===== config.mk =====
export PLATFORM = sky130hd
export DESIGN_NAME = layer_output_serializer
export DESIGN_NICKNAME = d
export VERILOG_FILES = /design/src/rtl/layer_output_serializer.sv
export SDC_FILE = /design/constraint.sdc
export NUM_CORES = 1
export LEC_CHECK = 0
export ABC_AREA = 0
export BUFFER_PORTS_ARGS = -buffer_cell sky130_fd_sc_hd__buf_4
export CORE_ASPECT_RATIO = 0.9
export CORE_MARGIN = 2
export CORE_UTILIZATION = 40
export CTS_BUF_LIST = sky130_fd_sc_hd__clkbuf_8
export DETAILED_ROUTE_END_ITERATION = 16
export HOLD_SLACK_MARGIN = 0.05
export PLACE_DENSITY_LB_ADDON = 0.05
export SLEW_MARGIN = 40
export SYNTH_ARGS = -nofsm -noshare
export SYNTH_HDL_FRONTEND = slang
export SYNTH_SLANG_ARGS = --single-unit

===== constraint.sdc =====
create_clock -name clk -period 34.7 [get_ports clk]
set_input_delay 5.205 -clock clk [delete_from_list [all_inputs] [get_ports clk]]
set_output_delay 5.205 -clock clk [all_outputs]
set_load 0.01 [all_outputs]

===== src/rtl/layer_output_serializer.sv =====
// rtl/layer_output_serializer.sv - captures per-neuron activations and streams them index 0 first; define ARGMAX_EN to add the argmax tracker
module layer_output_serializer #(
  parameter int numNeurons = 32,
  parameter int dataWidth  = 16,
  parameter int idxWidth   = $clog2(numNeurons)
) (
  input  logic                            clk,
  input  logic                            reset,
  input  logic                            layerStart,
  input  logic [numNeurons*dataWidth-1:0] neuronOutVec,
  input  logic [numNeurons-1:0]           neuronValidVec,
  output logic [dataWidth-1:0]            outData,
  output logic                            outValid,
  input  logic                            outReady,
  output logic                            outLast,
  output logic [idxWidth-1:0]             outIndex,
  output logic                            busy,
  output logic                            startDropped,
  output logic [idxWidth-1:0]             maxIndex,
  output logic                            maxValid
);

  localparam logic [idxWidth-1:0] lastIdx = idxWidth'(numNeurons - 1);

  typedef enum logic [1:0] {IDLE, CAPTURE, STREAM} stateType;

  stateType              state;
  stateType              nextState;
  logic [numNeurons-1:0] mask;
  logic [dataWidth-1:0]  hold [numNeurons];
  logic [idxWidth-1:0]   cnt;
  logic [numNeurons-1:0] newCapture;
  logic                  captureDone;
  logic                  xfer;
  logic                  lastXfer;

  // A neuron is latched only the first time it reports valid during CAPTURE.
  assign newCapture  = (state == CAPTURE) ? (neuronValidVec & ~mask) : '0;
  assign captureDone = &(mask | newCapture);
  assign xfer        = (state == STREAM) && outReady;
  assign lastXfer    = xfer && (cnt == lastIdx);

  // State register; reset aborts any capture or stream immediately.
  always_ff @(posedge clk or posedge reset) begin
    if (reset) begin
      state <= IDLE;
    end else begin
      state <= nextState;
    end
  end

  // Next-state and stream outputs; outputs read 0 whenever no word is offered.
  always_comb begin
    nextState = state;
    outValid  = 1'b0;
    outData   = '0;
    outIndex  = '0;
    outLast   = 1'b0;
    busy      = (state != IDLE);
    case (state)
      IDLE: begin
        if (layerStart) nextState = CAPTURE;
      end
      CAPTURE: begin
        if (captureDone) nextState = STREAM;
      end
      STREAM: begin
        outValid = 1'b1;
        outData  = hold[cnt];
        outIndex = cnt;
        outLast  = (cnt == lastIdx);
        if (lastXfer) nextState = IDLE;
      end
      default: nextState = IDLE;
    endcase
  end

  // Capture mask and stream counter; both return to zero after the last word.
  always_ff @(posedge clk or posedge reset) begin
    if (reset) begin
      mask <= '0;
      cnt  <= '0;
    end else begin
      case (state)
        IDLE: begin
          if (layerStart) mask <= '0;
        end
        CAPTURE: begin
          mask <= mask | newCapture;
        end
        STREAM: begin
          if (lastXfer) begin
            cnt  <= '0;
            mask <= '0;
          end else if (xfer) begin
            cnt <= cnt + idxWidth'(1);
          end
        end
        default: begin
          mask <= '0;
          cnt  <= '0;
        end
      endcase
    end
  end

  // Holding registers freeze each neuron's first valid word for the vector.
  always_ff @(posedge clk or posedge reset) begin
    if (reset) begin
      for (int i = 0; i < numNeurons; i++) hold[i] <= '0;
    end else begin
      for (int i = 0; i < numNeurons; i++) begin
        if (newCapture[i]) hold[i] <= neuronOutVec[i*dataWidth +: dataWidth];
      end
    end
  end

  // A start request while busy is dropped and flagged for one cycle.
  always_ff @(posedge clk or posedge reset) begin
    if (reset) begin
      startDropped <= 1'b0;
    end else begin
      startDropped <= layerStart && (state != IDLE);
    end
  end

`ifdef ARGMAX_EN
  logic signed [dataWidth-1:0] runMax;
  logic [idxWidth-1:0]         runIdx;
  logic                        takeNew;

  // Word 0 seeds the running max; strict compare keeps the lower index on ties.
  assign takeNew = (cnt == '0) || ($signed(outData) > runMax);

  // Running signed max over accepted words; result published after the last one.
  always_ff @(posedge clk or posedge reset) begin
    if (reset) begin
      runMax   <= '0;
      runIdx   <= '0;
      maxIndex <= '0;
      maxValid <= 1'b0;
    end else begin
      maxValid <= lastXfer;
      if (xfer && takeNew) begin
        runMax <= $signed(outData);
        runIdx <= cnt;
      end
      if (lastXfer) maxIndex <= takeNew ? cnt : runIdx;
    end
  end
`else
  assign maxIndex = '0;
  assign maxValid = 1'b0;
`endif

endmodule


==> results.cfg, run 1 <==
[synth]
synth-compound-area-share = 0.0496
synth_top_family_by_area = multiplexers
synth_edf_count = 0
syn_area_um2 = 25500
syn_area_per_cell_um2 = 14.8
ys_seq_area_frac = 0.541
synth-main-ff-cell = dfrtp_1
yosys.area_share.simple = 0.0393
synthTopCellsByArea = dfrtp_1 (54%), mux2_2 (23%), mux2i_1 (5.0%)
synthAdderAreaFrac = 0.000980
synth_cell_types = 47
ys_ff_latch = 552
synth_top_cell_by_area = dfrtp_1
ys_warn_count = 0
async_reset_ff_frac = 1.00
synth_mux_area_frac = 0.343
synth_xor_area_frac = 0
synth_top_area_share = 0.541
synth_cells = 1723

[detailed_routing]
drc = 0
vias = 17600
postRouteAntennaNets = 0
firstDrtPassIters = 5
drtIter0Drc = 965
wl_per_cell_um = 26.9
viasPerCell = 5.37
drt_wl_total_mm = 88.0

[clock_tree]
ctsHoldBuffers = 0
cts.sinks = 552
cts_buffers = 94
cts_setup_buffers = 0
cts_buffer_depth = 3
cts.htree.levels = 3
cts.clk_slew.worst_paths_ps = 60
clock_latency_ps = 690
ctsRootBufferMaster = clkbuf_8
ctsResizeCount = 0
cts_tree = yes

[die]
start_util = 0.406
dieArea_um2 = 65900
num_rows = 87
pin_count = 579
die_h_um = 244
core_area_um2 = 62900
die_w_um = 270

[grt]
grt_pass1_wl_mm = 128
grt_usage = 0.267
grt_overflow = 0
first_global_vias = 18700
antenna_found_initial = 18
grt_max_degree = 133

[place]
dp_cells = 3095
portBuffers = 572
place_worst_setup_slack_ps = 26020
place_area_um2 = 30900
dp_hpwl_mm = 66.2
gp_congestion = 0.843

[timing]
finalWorstSetupSlack_ps = 25450
rsz0062_at_grt = false
finalCritPeriodShare = 0.267
whs_ps = 490
tns_ps = 0
fin_crit_ps = 9250
slew_headroom = 0.442
drv_slew = 0
worstMarginPinSlew_ps = 837
fin_skew_ps = 20.6
setup_viol = 0
max_clock_freq_mhz = 108
hold_viol_final = 0

[finish]
stdcell_count = 3271
fillCellCount = 5574
drive_gt1_frac = 0.577
syn_to_final_growth_pct = 28.7
final_area_um2 = 32900
final_core_util = 0.522
nets = 2898

[critical_path]
cp_common_cell = buf_4
r2r-start = cnt[0]$_DFFE_PP0P_
max_stage_delay_ps = 770
arrival_ps = 4050
start_kind = flip-flop
startpoint = cnt[1]$_DFFE_PP0P_
cp_max_fo = 52
cp_slowest_cell = dfrtp_4
crit_path_cell_trace = buf_6 -> buf_4 -> mux2i_1 -> a221oi_1 -> a211oi_1 -> nor2_1 -> buf_4
required_ps = 29490
criticalPathCategory = flip-flop to primary output
crit_path_end_kind = primary output
reg2reg_depth = 9

[pwr]
power.density_nw_per_um2 = 88.1
leakage_nw = 14.7
ir_drop_mv = 0.0342
power_mw = 2.89

[hold_path]
hold_depth = 1
hold_class = flip-flop to flip-flop
min-delay-start = hold[243]$_DFFE_PP0P_

[run_status]
outcome = finished clean

[flow_run]
maxCapViolCount = 0
state kept, by name, summed over array words and instances (netlist names):
register      cells
hold            512
state             2
mask             32
startDropped      1
cnt               5
metal layers:
metal,track usage,vias to the layer above,share of wire
met2,0.418,523,0.47
met5,0,-,0.0014
met1,0.370,9178,0.45
met4,0.0660,20,0.021
met3,0.0707,125,0.065
li1,-,7728,-
logic make-up (layout without fill, tap and decap cells):
| group | Yosys count | in the layout |
|---|---|---|
| other | 1 | 14 |
| and+or+nand+nor | 153 | 153 |
| AOI/OAI and AO/OA | 176 | 176 |
| adders and majority gates | 2 | 2 |
| buffers and inverters | 118 | 808 |
| DFF | 552 | 552 |
| muxes | 721 | 721 |
critical path: cells and delay by family (launching register included):
kind / cells / cell delay, ps
buffers and inverters: 3 / 1550
flip-flops: 1 / 770
AO/OA/AOI/OAI: 2 / 600
multiplexers: 1 / 270
AND/OR/NAND/NOR: 1 / 100
worst paths after layout:
check	endpoint	slack, ps
worst max-delay path	outData[12]	25450
worst min-delay path	hold[243]$_DFFE_PP0P_	490
worst max register to register	mask[18]$_DFFE_PP0P_	30880
worst min register to register	hold[243]$_DFFE_PP0P_	490
max in group asynchronous	hold[77]$_DFFE_PP0P_	28050
min in group asynchronous	hold[309]$_DFFE_PP0P_	4440
power by group:
group	internal, mW	switching [mW]	total, mW	leakage (nW)
clock network	0.315	0.276	0.590	1.09
registers	0.973	0.207	1.18	6.50
logic	0.614	0.510	1.12	7.16
synthesized netlist by cell type (all sizes together), types with 2 or more instances:
| cell | instances |
|---|---|
| a211oi | 16 |
| a21oi | 52 |
| a221oi | 47 |
| a22oi | 32 |
| and2 | 8 |
| and3 | 2 |
| buf | 85 |
| clkbuf | 27 |
| dfrtp | 552 |
| ha | 2 |
| inv | 5 |
| mux2 | 529 |
| mux2i | 128 |
| mux4 | 64 |
| nand2 | 41 |
| nor2 | 60 |
| nor2b | 4 |
| nor3 | 2 |
| nor3b | 27 |
| nor4 | 3 |
| o21a | 2 |
| o21ai | 3 |
| o22ai | 16 |
| or2 | 2 |
cell type report:
type	instances	area [um^2]	area share
timing repair buffer	636	4900	0.149
inverter	6	35.0	0.00107
multi-input combinational	1058	11100	0.339
antenna	8	20.0	0.000609
tap	845	1060	0.0322
clock inverter	44	214	0.00651
clock buffer	122	1680	0.0511
sequential	552	13800	0.421
cell usage in the layout (no fill, tap or decap), drive strengths merged, types with 2 or more instances in the layout:
cell type / instances
buf: 636
dfrtp: 552
mux2: 529
mux2i: 128
clkbuf: 122
mux4: 64
nor2: 60
a21oi: 52
a221oi: 47
nand2: 41
inv: 35
a22oi: 32
nor3b: 27
a211oi: 16
o22ai: 16
clkinv: 14
diode: 8
and2: 8
conb: 6
nor2b: 4
o21ai: 3
nor4: 3
or2: 2
and3: 2
o21a: 2
nor3: 2
ha: 2
Power figures use the tool's default switching activity.
==> inputs of run 2 (changes only) <==
--- a/config.mk
+++ b/config.mk
@@ -5,7 +5,7 @@
 export SDC_FILE = /design/constraint.sdc
 export NUM_CORES = 1
 export LEC_CHECK = 0
-export ABC_AREA = 0
+export ABC_AREA = 1
 export BUFFER_PORTS_ARGS = -buffer_cell sky130_fd_sc_hd__buf_4
 export CORE_ASPECT_RATIO = 0.9
 export CORE_MARGIN = 2
==> constraint.sdc (replaced) <==
create_clock -name clk -period 9.34 [get_ports clk]
set_input_delay 1.401 -clock clk [delete_from_list [all_inputs] [get_ports clk]]
set_output_delay 1.401 -clock clk [all_outputs]
set_load 0.01 [all_outputs]
==> run 2 against run 1 <==
  * Power grew to 3.2 times the previous value
  * Setup slack worse by 22000 ps
  * Cell area is 0.96% higher
  * Synthesized area is 1.7% higher
  * Core utilization is 0.55 points lower
  * Global-route usage is 2.7 points higher
  * Combinational power is 140% higher
  * Critical path type unchanged
==> results.cfg, run 2 <==
[grt]
grt_pass1_wl_mm = 147
grt_max_degree = 142
grt_overflow = 0
first_global_vias = 23900
antenna_found_initial = 9
grt_usage = 0.294

[synth]
synthTopCellsByArea = dfrtp_1 (53%), nand2_1 (13%), mux2_2 (8.6%)
syn_area_per_cell_um2 = 8.54
ys_warn_count = 0
ys_seq_area_frac = 0.532
synth.most_common_cell = nand2_1
synth_cells = 3042
async_reset_ff_frac = 1.00
synth_top_cell_by_area = dfrtp_1
synth_top_area_share = 0.532
yosys-top-cells-count = nand2_1 (927), dfrtp_1 (552), o21ai_0 (420)
syn_area_um2 = 26000
synth-main-ff-cell = dfrtp_1
synth_edf_count = 0
synth_cell_types = 30
ys_ff_latch = 552

[clock_tree]
cts_buffers = 95
cts.clk_slew.worst_paths_ps = 70
cts_setup_buffers = 0
ctsResizeCount = 0
cts.htree.levels = 3
ctsRootBufferMaster = clkbuf_8
ctsHoldBuffers = 0
cts_buffer_depth = 3
cts_tree = yes
cts.sinks = 552
clock_latency_ps = 710

[pwr]
leakage_nw = 16.6
switching_share = 0.344
cellInternalPower_mw = 6.06
power_mw = 9.25
power.switching_mw = 3.18
power_frac_comb = 0.290
seqPwrFrac = 0.442
power.density_nw_per_um2 = 279
power_frac_clock = 0.268
ir_drop_mv = 0.132

[critical_path]
required_ps = 7940
start_kind = flip-flop
cp_max_fo = 119
critPathBufInv = 5
criticalPathCategory = flip-flop to primary output
cp_slowest_cell = buf_6
reg2reg_to = state[1]$_DFFE_PP0P_
arrival_ps = 4250
r2r-start = cnt[0]$_DFFE_PP0P_
reg2reg_depth = 15
crit_path_cell_trace = buf_12 -> buf_4 -> buf_12 -> buf_6 -> a21oi_1 -> o21ai_0 -> nand3_1 -> nand3_1 -> nand3_1 -> nand2_1 -> nand2_1 -> buf_4
cp_top_family = buffers and inverters
max_stage_delay_ps = 600
cp_common_cell = nand3_1
reg2reg_slack_ps = 5380
crit_path_end_kind = primary output

[die]
core_area_um2 = 64200
pin_count = 579
die_w_um = 273
start_util = 0.405
num_rows = 88
die_h_um = 246
dieArea_um2 = 67000

[detailed_routing]
drt_wl_total_mm = 99.3
postRouteAntennaNets = 0
wl_per_cell_um = 22.0
vias = 23500
viasPerCell = 5.23
drtIter0Drc = 1833
firstDrtPassIters = 7
drc = 0

[hold_path]
hold_depth = 2
hold_class = flip-flop to flip-flop
min-delay-start = hold[497]$_DFFE_PP0P_
whs_endpoint = hold[497]$_DFFE_PP0P_

[flow_run]
maxCapViolCount = 0

[timing]
setup_viol = 0
drv_slew = 0
tns_ps = 0
hold_viol_final = 0
max_clock_freq_mhz = 177
finalCritPeriodShare = 0.605
fin_skew_ps = 37.7
slew_headroom = 0.442
rsz0062_at_grt = false
fin_crit_ps = 5660
worstMarginPinSlew_ps = 838

[finish]
largest_register_ffs = 512
regMostFlops = hold
drive_gt1_frac = 0.271
top_regs = hold x512, mask x32, cnt x5
layout_common_cells = nand2_1 (921), buf_4 (583), dfrtp_1 (550), o21ai_0 (420), inv_1 (229)
syn_to_final_growth_pct = 27.7
nets = 4112
final_core_util = 0.517
final_common_cell = nand2_1
final_area_um2 = 33200
stdcell_count = 4503

[place]
portBuffers = 572
dp_cells = 4317
dp_hpwl_mm = 72.3
place_area_um2 = 30900
gp_congestion = 0.907

[run_status]
outcome = finished clean
run 2: cell types whose count changed after synthesis, sizes merged, moves of 47 or more:
cell    change
clkbuf     +93
nand3     +106
nor2      +161
inv       +215
a221oi     -47
mux4       -64
mux2i     -128
mux2      -331
a21oi      +61
o211ai     +52
o21ai     +419
nand2     +894
run 2: worst max-delay path by stage:
stage                          to  slack [ps]               start  cells past startpoint
2_1_floorplan  cnt[0]$_DFFE_PP0P_         430               reset                      1
3_3_place_gp           outData[3]        4090  cnt[0]$_DFFE_PP0P_                     10
3_5_place_dp           outData[3]        4250  cnt[0]$_DFFE_PP0P_                     10
4_1_cts                outData[3]        3510  cnt[0]$_DFFE_PP0P_                     10
5_1_grt                outData[9]        3500  cnt[0]$_DFFE_PP0P_                     12
6_report               outData[3]        3680  cnt[0]$_DFFE_PP0P_                     12
run 2: layout make-up:
cell class / count / area, um^2
tap: 855 / 1070
multi-input combinational: 2094 / 10600
antenna: 8 / 20.0
clock buffer: 130 / 1790
inverter: 222 / 840
timing repair buffer: 597 / 4640
sequential: 552 / 13800
fill: 6223 / 31000
clock inverter: 45 / 377
run 2: cells by family after synthesis:
family / share of synthesized area
AND/OR/NAND/NOR: 0.194
AO/OA/AOI/OAI: 0.126
other: 0.000144
flip-flops: 0.532
buffers and inverters: 0.0612
adder cells (fa/ha/maj): 0.000963
multiplexers: 0.0859
run 2: metal layers:
metal,part of all wire,GRT usage
met1,0.44,0.403
met2,0.45,0.453
met3,0.076,0.0718
met4,0.037,0.109
met5,0.00011,0
run 2: power groups by stage:
stage | registers, mW | clock network (mW) | logic (mW)
finish | 4.09 | 2.48 | 2.68
global route | 4.21 | 2.63 | 3.00
CTS | 4.08 | 2.52 | 2.68
detailed placement | 4.11 | 0 | 2.67
global placement | 4.08 | 0 | 2.61
floorplan | 3.94 | 0 | 1.80
run 2: per-stage QoR:
step	worst slack, ps	hold slack, ps
2_1_floorplan	427	437
3_3_place_gp	4090	453
4_1_cts	3510	473
3_5_place_dp	4250	457
6_report	3680	472
5_1_grt	3500	483
run 2: worst min-delay path, delay by kind of cell, from the launching register on:
kind / cells / cell delay [ps]
flops: 1 / 340
simple gates: 2 / 100
